**src/rtl/truth_table_capture_pkg.sv**
```systemverilog
// rtl/truth_table_capture_pkg.sv - shared types and constants for the truth-table sweep
// Purpose: FSM state encoding and vector geometry used by the capture block,
//          its interface and its settle timer.
package truth_table_capture_pkg;

    localparam int VEC_COUNT = 16;   // vectors in one sweep (2**N_INPUTS)
    localparam int N_INPUTS  = 4;    // stimulus pins driven to the circuit under test
    localparam int SETTLE_W  = 8;    // settle down-counter width

    typedef enum logic [2:0] {
        ST_IDLE    = 3'd0,
        ST_SETTLE  = 3'd1,
        ST_SAMPLE0 = 3'd2,
        ST_SAMPLE1 = 3'd3,
        ST_DONE    = 3'd4
    } state_t;

endpackage

```
**src/rtl/truth_table_capture_if.sv**
```systemverilog
// rtl/truth_table_capture_if.sv - control, stimulus and result bundle of the capture block
// Purpose: groups every non-clock/reset signal of truth_table_capture.
// Ports (slave view):
//   start_i, abort_i   sweep request / terminate
//   expected_i         golden truth table, sampled on the accepted start
//   dut_out_i          output of the circuit under test
//   in1_o..in4_o       registered stimulus, in1_o is the MSB of the vector index
//   busy_o, done_o     sweep in progress / one-cycle completion pulse
//   table_o            captured truth table
//   mismatch_o         captured table differs from the latched golden table
//   unstable_o         some vector gave two different samples
interface truth_table_capture_if;
    import truth_table_capture_pkg::*;

    logic                 start_i;
    logic                 abort_i;
    logic [VEC_COUNT-1:0] expected_i;
    logic                 dut_out_i;
    logic                 in1_o;
    logic                 in2_o;
    logic                 in3_o;
    logic                 in4_o;
    logic                 busy_o;
    logic                 done_o;
    logic [VEC_COUNT-1:0] table_o;
    logic                 mismatch_o;
    logic                 unstable_o;

    modport master (
        output start_i, abort_i, expected_i, dut_out_i,
        input  in1_o, in2_o, in3_o, in4_o, busy_o, done_o, table_o, mismatch_o, unstable_o
    );

    modport slave (
        input  start_i, abort_i, expected_i, dut_out_i,
        output in1_o, in2_o, in3_o, in4_o, busy_o, done_o, table_o, mismatch_o, unstable_o
    );

endinterface

```
**src/rtl/truth_table_capture_settle_timer.sv**
```systemverilog
// rtl/truth_table_capture_settle_timer.sv - settle down-counter for the capture FSM
// Purpose: loaded on SETTLE entry, counts down each cycle; expired marks the
//          last settle cycle.
// Ports:
//   clk, rst      clock, synchronous active-high reset
//   load          load count_value this edge
//   count_value   number of settle cycles (1..255)
//   expired       high while the counter holds 1
module settle_timer
    import truth_table_capture_pkg::*;
(
    input  logic                clk,
    input  logic                rst,
    input  logic                load,
    input  logic [SETTLE_W-1:0] count_value,
    output logic                expired
);

    logic [SETTLE_W-1:0] count_q;
    logic [SETTLE_W-1:0] count_d;

    // Free-runs down to zero and parks there; only the value 1 matters.
    always_comb begin
        count_d = count_q;
        if (load) begin
            count_d = count_value;
        end else if (count_q != '0) begin
            count_d = count_q - SETTLE_W'(1);
        end
    end

    always_ff @(posedge clk) begin
        if (rst) begin
            count_q <= '0;
        end else begin
            count_q <= count_d;
        end
    end

    assign expired = (count_q == SETTLE_W'(1));

endmodule

```
**src/rtl/truth_table_capture.sv**
```systemverilog
// rtl/truth_table_capture.sv - sweeps 16 input vectors and captures a 4-input truth table
// Purpose: drives each vector, waits SETTLE_CYCLES, samples the circuit output
//          twice, and publishes table / mismatch / unstable on completion.
// Ports:
//   clk, rst   clock, synchronous active-high reset
//   bus        truth_table_capture_if.slave (control, stimulus and results)
module truth_table_capture
    import truth_table_capture_pkg::*;
#(
    parameter int SETTLE_CYCLES = 4
)
(
    input  logic                  clk,
    input  logic                  rst,
    truth_table_capture_if.slave  bus
);

    localparam logic [N_INPUTS-1:0] LAST_VEC = N_INPUTS'(VEC_COUNT - 1);

    state_t               state_q, state_d;
    logic [N_INPUTS-1:0]  vec_q, vec_d;          // index counter, also the stimulus
    logic                 busy_q, busy_d;
    logic                 done_q, done_d;
    logic [VEC_COUNT-1:0] table_q, table_d;
    logic                 mismatch_q, mismatch_d;
    logic                 unstable_q, unstable_d;
    logic [VEC_COUNT-1:0] exp_q, exp_d;
    logic [VEC_COUNT-1:0] work_q, work_d;        // table being built
    logic                 unst_work_q, unst_work_d;
    logic                 s0_q, s0_d;
    logic [N_INPUTS-1:0]  bit_pos;
    logic                 settle_load;
    logic                 settle_expired;

    // Index 0 lands in the MSB so the table reads left to right.
    assign bit_pos     = LAST_VEC - vec_q;
    assign settle_load = (state_d == ST_SETTLE) && (state_q != ST_SETTLE);

    settle_timer u_settle (
        .clk         (clk),
        .rst         (rst),
        .load        (settle_load),
        .count_value (SETTLE_W'(SETTLE_CYCLES)),
        .expired     (settle_expired)
    );

    always_ff @(posedge clk) begin
        if (rst) begin
            state_q <= ST_IDLE;
        end else begin
            state_q <= state_d;
        end
    end

    always_comb begin
        state_d = state_q;
        unique case (state_q)
            ST_IDLE:    if (!bus.abort_i && bus.start_i) state_d = ST_SETTLE;
            ST_SETTLE:  if (bus.abort_i)                 state_d = ST_IDLE;
                        else if (settle_expired)         state_d = ST_SAMPLE0;
            ST_SAMPLE0: state_d = bus.abort_i ? ST_IDLE : ST_SAMPLE1;
            ST_SAMPLE1: if (bus.abort_i)                 state_d = ST_IDLE;
                        else if (vec_q == LAST_VEC)      state_d = ST_DONE;
                        else                             state_d = ST_SETTLE;
            ST_DONE:    state_d = ST_IDLE;
            default:    state_d = ST_IDLE;
        endcase
    end

    // Published results only change on completion, so an aborted sweep
    // leaves the previous table/mismatch/unstable visible.
    always_comb begin
        vec_d       = vec_q;
        busy_d      = busy_q;
        done_d      = 1'b0;
        table_d     = table_q;
        mismatch_d  = mismatch_q;
        unstable_d  = unstable_q;
        exp_d       = exp_q;
        work_d      = work_q;
        unst_work_d = unst_work_q;
        s0_d        = s0_q;
        unique case (state_q)
            ST_IDLE: begin
                if (bus.start_i && !bus.abort_i) begin
                    exp_d       = bus.expected_i;
                    work_d      = '0;
                    unst_work_d = 1'b0;
                    vec_d       = '0;
                    busy_d      = 1'b1;
                end
            end
            ST_SETTLE, ST_SAMPLE0: begin
                if (bus.abort_i) begin
                    vec_d  = '0;
                    busy_d = 1'b0;
                end else if (state_q == ST_SAMPLE0) begin
                    s0_d = bus.dut_out_i;
                end
            end
            ST_SAMPLE1: begin
                if (bus.abort_i) begin
                    vec_d  = '0;
                    busy_d = 1'b0;
                end else begin
                    work_d[bit_pos] = bus.dut_out_i;
                    unst_work_d     = unst_work_q | (s0_q ^ bus.dut_out_i);
                    if (vec_q == LAST_VEC) begin
                        vec_d      = '0;
                        busy_d     = 1'b0;
                        done_d     = 1'b1;
                        table_d    = work_d;
                        mismatch_d = (work_d != exp_q);
                        unstable_d = unst_work_d;
                    end else begin
                        vec_d = vec_q + N_INPUTS'(1);
                    end
                end
            end
            default: ;
        endcase
    end

    always_ff @(posedge clk) begin
        if (rst) begin
            vec_q       <= '0;
            busy_q      <= 1'b0;
            done_q      <= 1'b0;
            table_q     <= '0;
            mismatch_q  <= 1'b0;
            unstable_q  <= 1'b0;
            exp_q       <= '0;
            work_q      <= '0;
            unst_work_q <= 1'b0;
            s0_q        <= 1'b0;
        end else begin
            vec_q       <= vec_d;
            busy_q      <= busy_d;
            done_q      <= done_d;
            table_q     <= table_d;
            mismatch_q  <= mismatch_d;
            unstable_q  <= unstable_d;
            exp_q       <= exp_d;
            work_q      <= work_d;
            unst_work_q <= unst_work_d;
            s0_q        <= s0_d;
        end
    end

    assign {bus.in1_o, bus.in2_o, bus.in3_o, bus.in4_o} = vec_q;
    assign bus.busy_o     = busy_q;
    assign bus.done_o     = done_q;
    assign bus.table_o    = table_q;
    assign bus.mismatch_o = mismatch_q;
    assign bus.unstable_o = unstable_q;

endmodule

```
**src/flat_wrapper.sv**
```systemverilog
// flat-port wrapper written by rule: the top's interface ports become plain ports
module truth_table_capture_flat import truth_table_capture_pkg::*;
#(
    parameter int SETTLE_CYCLES = 4
)
  (clk, rst, bus_start_i, bus_abort_i, bus_expected_i, bus_dut_out_i, bus_in1_o, bus_in2_o, bus_in3_o, bus_in4_o, bus_busy_o, bus_done_o, bus_table_o, bus_mismatch_o, bus_unstable_o);
  truth_table_capture_if bus_i ();
  input  logic clk;
  input  logic rst;
  input wire logic [$bits(bus_i.start_i)-1:0] bus_start_i;
  input wire logic [$bits(bus_i.abort_i)-1:0] bus_abort_i;
  input wire logic [$bits(bus_i.expected_i)-1:0] bus_expected_i;
  input wire logic [$bits(bus_i.dut_out_i)-1:0] bus_dut_out_i;
  output wire logic [$bits(bus_i.in1_o)-1:0] bus_in1_o;
  output wire logic [$bits(bus_i.in2_o)-1:0] bus_in2_o;
  output wire logic [$bits(bus_i.in3_o)-1:0] bus_in3_o;
  output wire logic [$bits(bus_i.in4_o)-1:0] bus_in4_o;
  output wire logic [$bits(bus_i.busy_o)-1:0] bus_busy_o;
  output wire logic [$bits(bus_i.done_o)-1:0] bus_done_o;
  output wire logic [$bits(bus_i.table_o)-1:0] bus_table_o;
  output wire logic [$bits(bus_i.mismatch_o)-1:0] bus_mismatch_o;
  output wire logic [$bits(bus_i.unstable_o)-1:0] bus_unstable_o;
  assign bus_i.start_i = bus_start_i;
  assign bus_i.abort_i = bus_abort_i;
  assign bus_i.expected_i = bus_expected_i;
  assign bus_i.dut_out_i = bus_dut_out_i;
  assign bus_in1_o = bus_i.in1_o;
  assign bus_in2_o = bus_i.in2_o;
  assign bus_in3_o = bus_i.in3_o;
  assign bus_in4_o = bus_i.in4_o;
  assign bus_busy_o = bus_i.busy_o;
  assign bus_done_o = bus_i.done_o;
  assign bus_table_o = bus_i.table_o;
  assign bus_mismatch_o = bus_i.mismatch_o;
  assign bus_unstable_o = bus_i.unstable_o;
  truth_table_capture #(.SETTLE_CYCLES(SETTLE_CYCLES)) u_core (.clk(clk), .rst(rst), .bus(bus_i));
endmodule
```
**config.mk**
```make
export PLATFORM = sky130hd
export DESIGN_NAME = truth_table_capture_flat
export DESIGN_NICKNAME = d
export VERILOG_FILES = /design/src/rtl/truth_table_capture_pkg.sv /design/src/rtl/truth_table_capture_if.sv /design/src/rtl/truth_table_capture_settle_timer.sv /design/src/rtl/truth_table_capture.sv /design/src/flat_wrapper.sv
export SDC_FILE = /design/constraint.sdc
export NUM_CORES = 1
export LEC_CHECK = 0
export BUFFER_PORTS_ARGS = -buffer_cell sky130_fd_sc_hd__buf_2
export CELL_PAD_IN_SITES_DETAIL_PLACEMENT = 0
export CELL_PAD_IN_SITES_GLOBAL_PLACEMENT = 2
export CORE_AREA = 2 2 105 107
export DETAILED_ROUTE_END_ITERATION = 6
export DIE_AREA = 0 0 107 109
export PLACE_DENSITY = 0.77
export SLEW_MARGIN = 20
export SYNTH_ARGS = -nofsm -noshare
export SYNTH_HDL_FRONTEND = slang
export SYNTH_SLANG_ARGS = --single-unit
export TNS_END_PERCENT = 50
```
**constraint.sdc**
```tcl
create_clock -name clk -period 2.3 [get_ports clk]
set_input_delay 0.345 -clock clk [delete_from_list [all_inputs] [get_ports clk]]
set_output_delay 0.345 -clock clk [all_outputs]
set_load 0.005 [all_outputs]
```
==> results.txt <==
Mapped Nets: 462
Antenna viol nets, final: 0
Global Route Usage Sum: 17.7%
Reg2reg start: u_core.vec_q[0]
Nets: 499
LEAKAGE: 1.62 nW
Pint: 1.97 mW
Max-Cap Viols: 0
Die W: 107 um
Initial Utilization: 33.3%
Port Buf Inserts: 44
Slew HR: 47.0%
CTS buffer count: 9
Vias in the first global route: 2958
Crit-path slowest cell: dfxtp_1
Seq cells post-synth: 69
Placer Congestion: 0.953
Post-Syn Area: 0.00353 mm^2
Switching part of the total: 29.1%
Fmax: 473 MHz
Crit path max-delay family: simple AND/OR/NAND/NOR gates
CP Class: register to register
Clock power frac: 33.1%
DR iter-0 viols: 126
CTS tree: done
Power Dens Cells: 680 mW/mm^2
Overflow left after global routing: 0
Avg WL per Cell: 16.0 um
Worst Setup SP: u_core.vec_q[0]
Core area: 0.0106 mm^2
Flop pwr share: 47.8%
Die height: 109 um
Worst-margin pin slew: 0.795 ns
Clock slew at reported path FFs: 0.08 ns
Layout cells sized above 1: 18.5%
Pwr Total: 2.78 mW
Largest stage delay, worst path: 0.45 ns
Bufs on Longest Clock Path: 2
Crit. End Element: register
Clock Root Buffer: clkbuf_8
Slew Viols, Final: 0
Fin worst setup slack: 0.186 ns
Synthesis-to-finish area growth: 15.9%
Detailed Place HPWL: 7270 um
DRC viols: 0
Clk_skew: 0.0115 ns
Initial DRT Pass Iterations: 4
Maximum VDD drop: 0.565 mV
RSZ-0062 raised after global routing: false
Fin crit share: 91.9%
Crit path depth: 6
# Post-CTS Setup Buffers: 0
Dpl ws: 0.190 ns
Filler Cell Count: 1110
Vias: 3134
Reg2reg setup slack: 0.19 ns
Clk sinks: 69
Ys Warns: 0
CTS Hold Bufs: 0
Most frequent cells in the layout: dfxtp_1, a21oi_1, buf_2
Bufs and invs on worst path: 0
Critical Path End: u_core.bus.mismatch_o
NetSw: 810 uW
Combinational power share: 19.1%
Outcome: finished clean
WL final: 9860 um
Initial antenna violation count: 0
Critical Path Fanout Max: 9
CP required: 2.52 ns
Max H-tree Level: 3
Final worst path period need: 2.11 ns
Clock Latency Late Sink: 0.34 ns
Row count: 38
Seq/Total Area, Yosys: 39.1%
Critical Path AT: 2.34 ns
Avg Inst Size Synth: 8.14 um^2
Die area: 0.0117 mm^2
Post-synthesis instance total: 434
CP startpoint kind: register
Hold Path Class: input pin to register
N_diodes: 0
Final Hold Violating Endpoints: 0
DR vias/cell: 5.10
CP Cell Sequence: ha_1 -> nor3b_2 -> a2bb2oi_1 -> nand4_1 -> nor4_1 -> a31oi_1
Commonest non-fill, non-tap cell in the layout: dfxtp_1
FF-to-FF End: u_core.bus.mismatch_o
Setup TNS: 0 ns
Post-synth cell types: 52
Reg2Reg Depth: 6
First-pass GRT wire length: 15800 um
Final setup fails: 0
Pin count of the biggest net entering global routing: 35
Io pins: 45
-- worst min-delay path by stage --
| stage | startpoint | end | slack [ns] | cells past startpoint |
|---|---|---|---|---|
| after global routing | bus_expected_i[1] | u_core.exp_q[1] | 0.24 | 3 |
| after global placement | u_core.bus.table_o[0] | u_core.bus.table_o[0] | 0.46 | 2 |
| after detailed placement | u_core.work_q[2] | u_core.work_q[2] | 0.47 | 2 |
| after CTS | bus_expected_i[6] | u_core.exp_q[6] | 0.23 | 3 |
| final | bus_expected_i[14] | u_core.exp_q[14] | 0.24 | 3 |
| after floorplan | bus_abort_i | u_core.state_q[1] | 0.42 | 1 |
-- metal layers --
metal / global-route usage, % / routed length, um
met1: 24.1 / 5020
met3: 2.99 / 305
met4: 7.70 / 147
met2: 27.6 / 4390
met5: 0 / 0
-- synthesized netlist by cell type (all sizes together) --
library cell	number	share of area [%]
nand2b	3	0.53
ha	7	2.5
o211ai	1	0.21
and2	1	0.18
xor2	9	2.2
a21oi	49	6.9
o31ai	1	0.21
o311ai	1	0.25
buf	18	3.0
xnor2	5	1.2
or3b	2	0.64
o21ai	23	3.3
a22oi	3	0.64
nor3b	3	0.92
nor3	8	1.1
a311oi	1	0.25
a22o	1	0.25
nand4bb	1	0.32
nor2b	8	1.4
nand2	41	4.4
a21o	1	0.21
nor4	4	0.89
mux2	1	0.32
and3b	1	0.25
or3	4	0.71
o2111ai	1	0.25
a31oi	1	0.18
mux2i	17	4.8
nand3b	10	2.1
dfxtp	69	39
o22ai	3	0.53
nor2	45	4.9
a32oi	6	1.5
o21bai	2	0.42
a31o	1	0.25
nand3	17	2.6
and3	4	0.71
a2bb2oi	4	0.99
a211oi	22	4.8
inv	14	1.5
nand4	2	0.35
clkbuf	18	1.9
a41oi	1	0.25
-- power by group through the flow --
stage	Sequential [mW]	Clock, mW	Combinational (mW)
finish	1.33	0.921	0.531
CTS	1.33	0.950	0.537
global route	1.34	1.00	0.602
floorplan	1.34	0	0.410
global placement	1.36	0	0.528
detailed placement	1.36	0	0.536
-- kinds of logic after synthesis --
| kind of cell | synth area share [%] |
|---|---|
| xor gates and xnor gates | 3.47 |
| and+or+nand+nor | 22.0 |
| AOI/OAI and AO/OA | 21.4 |
| buffers and inverters | 6.41 |
| muxes | 5.14 |
| DFF | 39.1 |
| adders and majority gates | 2.48 |
-- area by class of cell --
cell class	instances	area, um^2	area share [%]
inverter	14	52.6	1.28
sequential	69	1380	33.8
multi-input combinational	315	1920	47.0
tap	140	175	4.28
timing repair buffer	62	380	9.29
clock buffer	14	173	4.22
clock inverter	1	5.00	0.122
-- repair_timing --
item                                    in CTS  in global routing
hold endpoints to repair                     0                  0
resized for setup                            0                  1
endpoints found under the setup margin       0                  1
-- registers in the layout (all words and copies together), names as in the netlist --
name	cells
u_core.u_settle.count_q	8
u_core.bus.table_o	16
u_core.vec_q	4
u_core.unst_work_q	1
u_core.s0_q	1
u_core.bus.unstable_o	1
u_core.state_q	3
u_core.work_q	16
u_core.bus.done_o	1
u_core.bus.busy_o	1
u_core.bus.mismatch_o	1
u_core.exp_q	16
-- metrics by stage --
stage | cells | util (%) | instance area [um^2] | hold slack (ns)
3_3_place_gp | 600 | 36.9 | 3910 | 0.464
2_1_floorplan | 434 | - | 3530 | 0.424
3_5_place_dp | 600 | 36.9 | 3910 | 0.471
5_1_grt | 615 | 38.6 | 4090 | 0.239
4_1_cts | 615 | 38.6 | 4090 | 0.229
6_report | 615 | 38.6 | 4090 | 0.243
-- tightest hold or removal path, delay by kind of cell --
kind | cells | cell delay (ns)
buffers and inverters | 1 | 0.09
AO/OA/AOI/OAI | 1 | 0.05
AND/OR/NAND/NOR | 1 | 0.05
(Power assumes the default switching activity.)
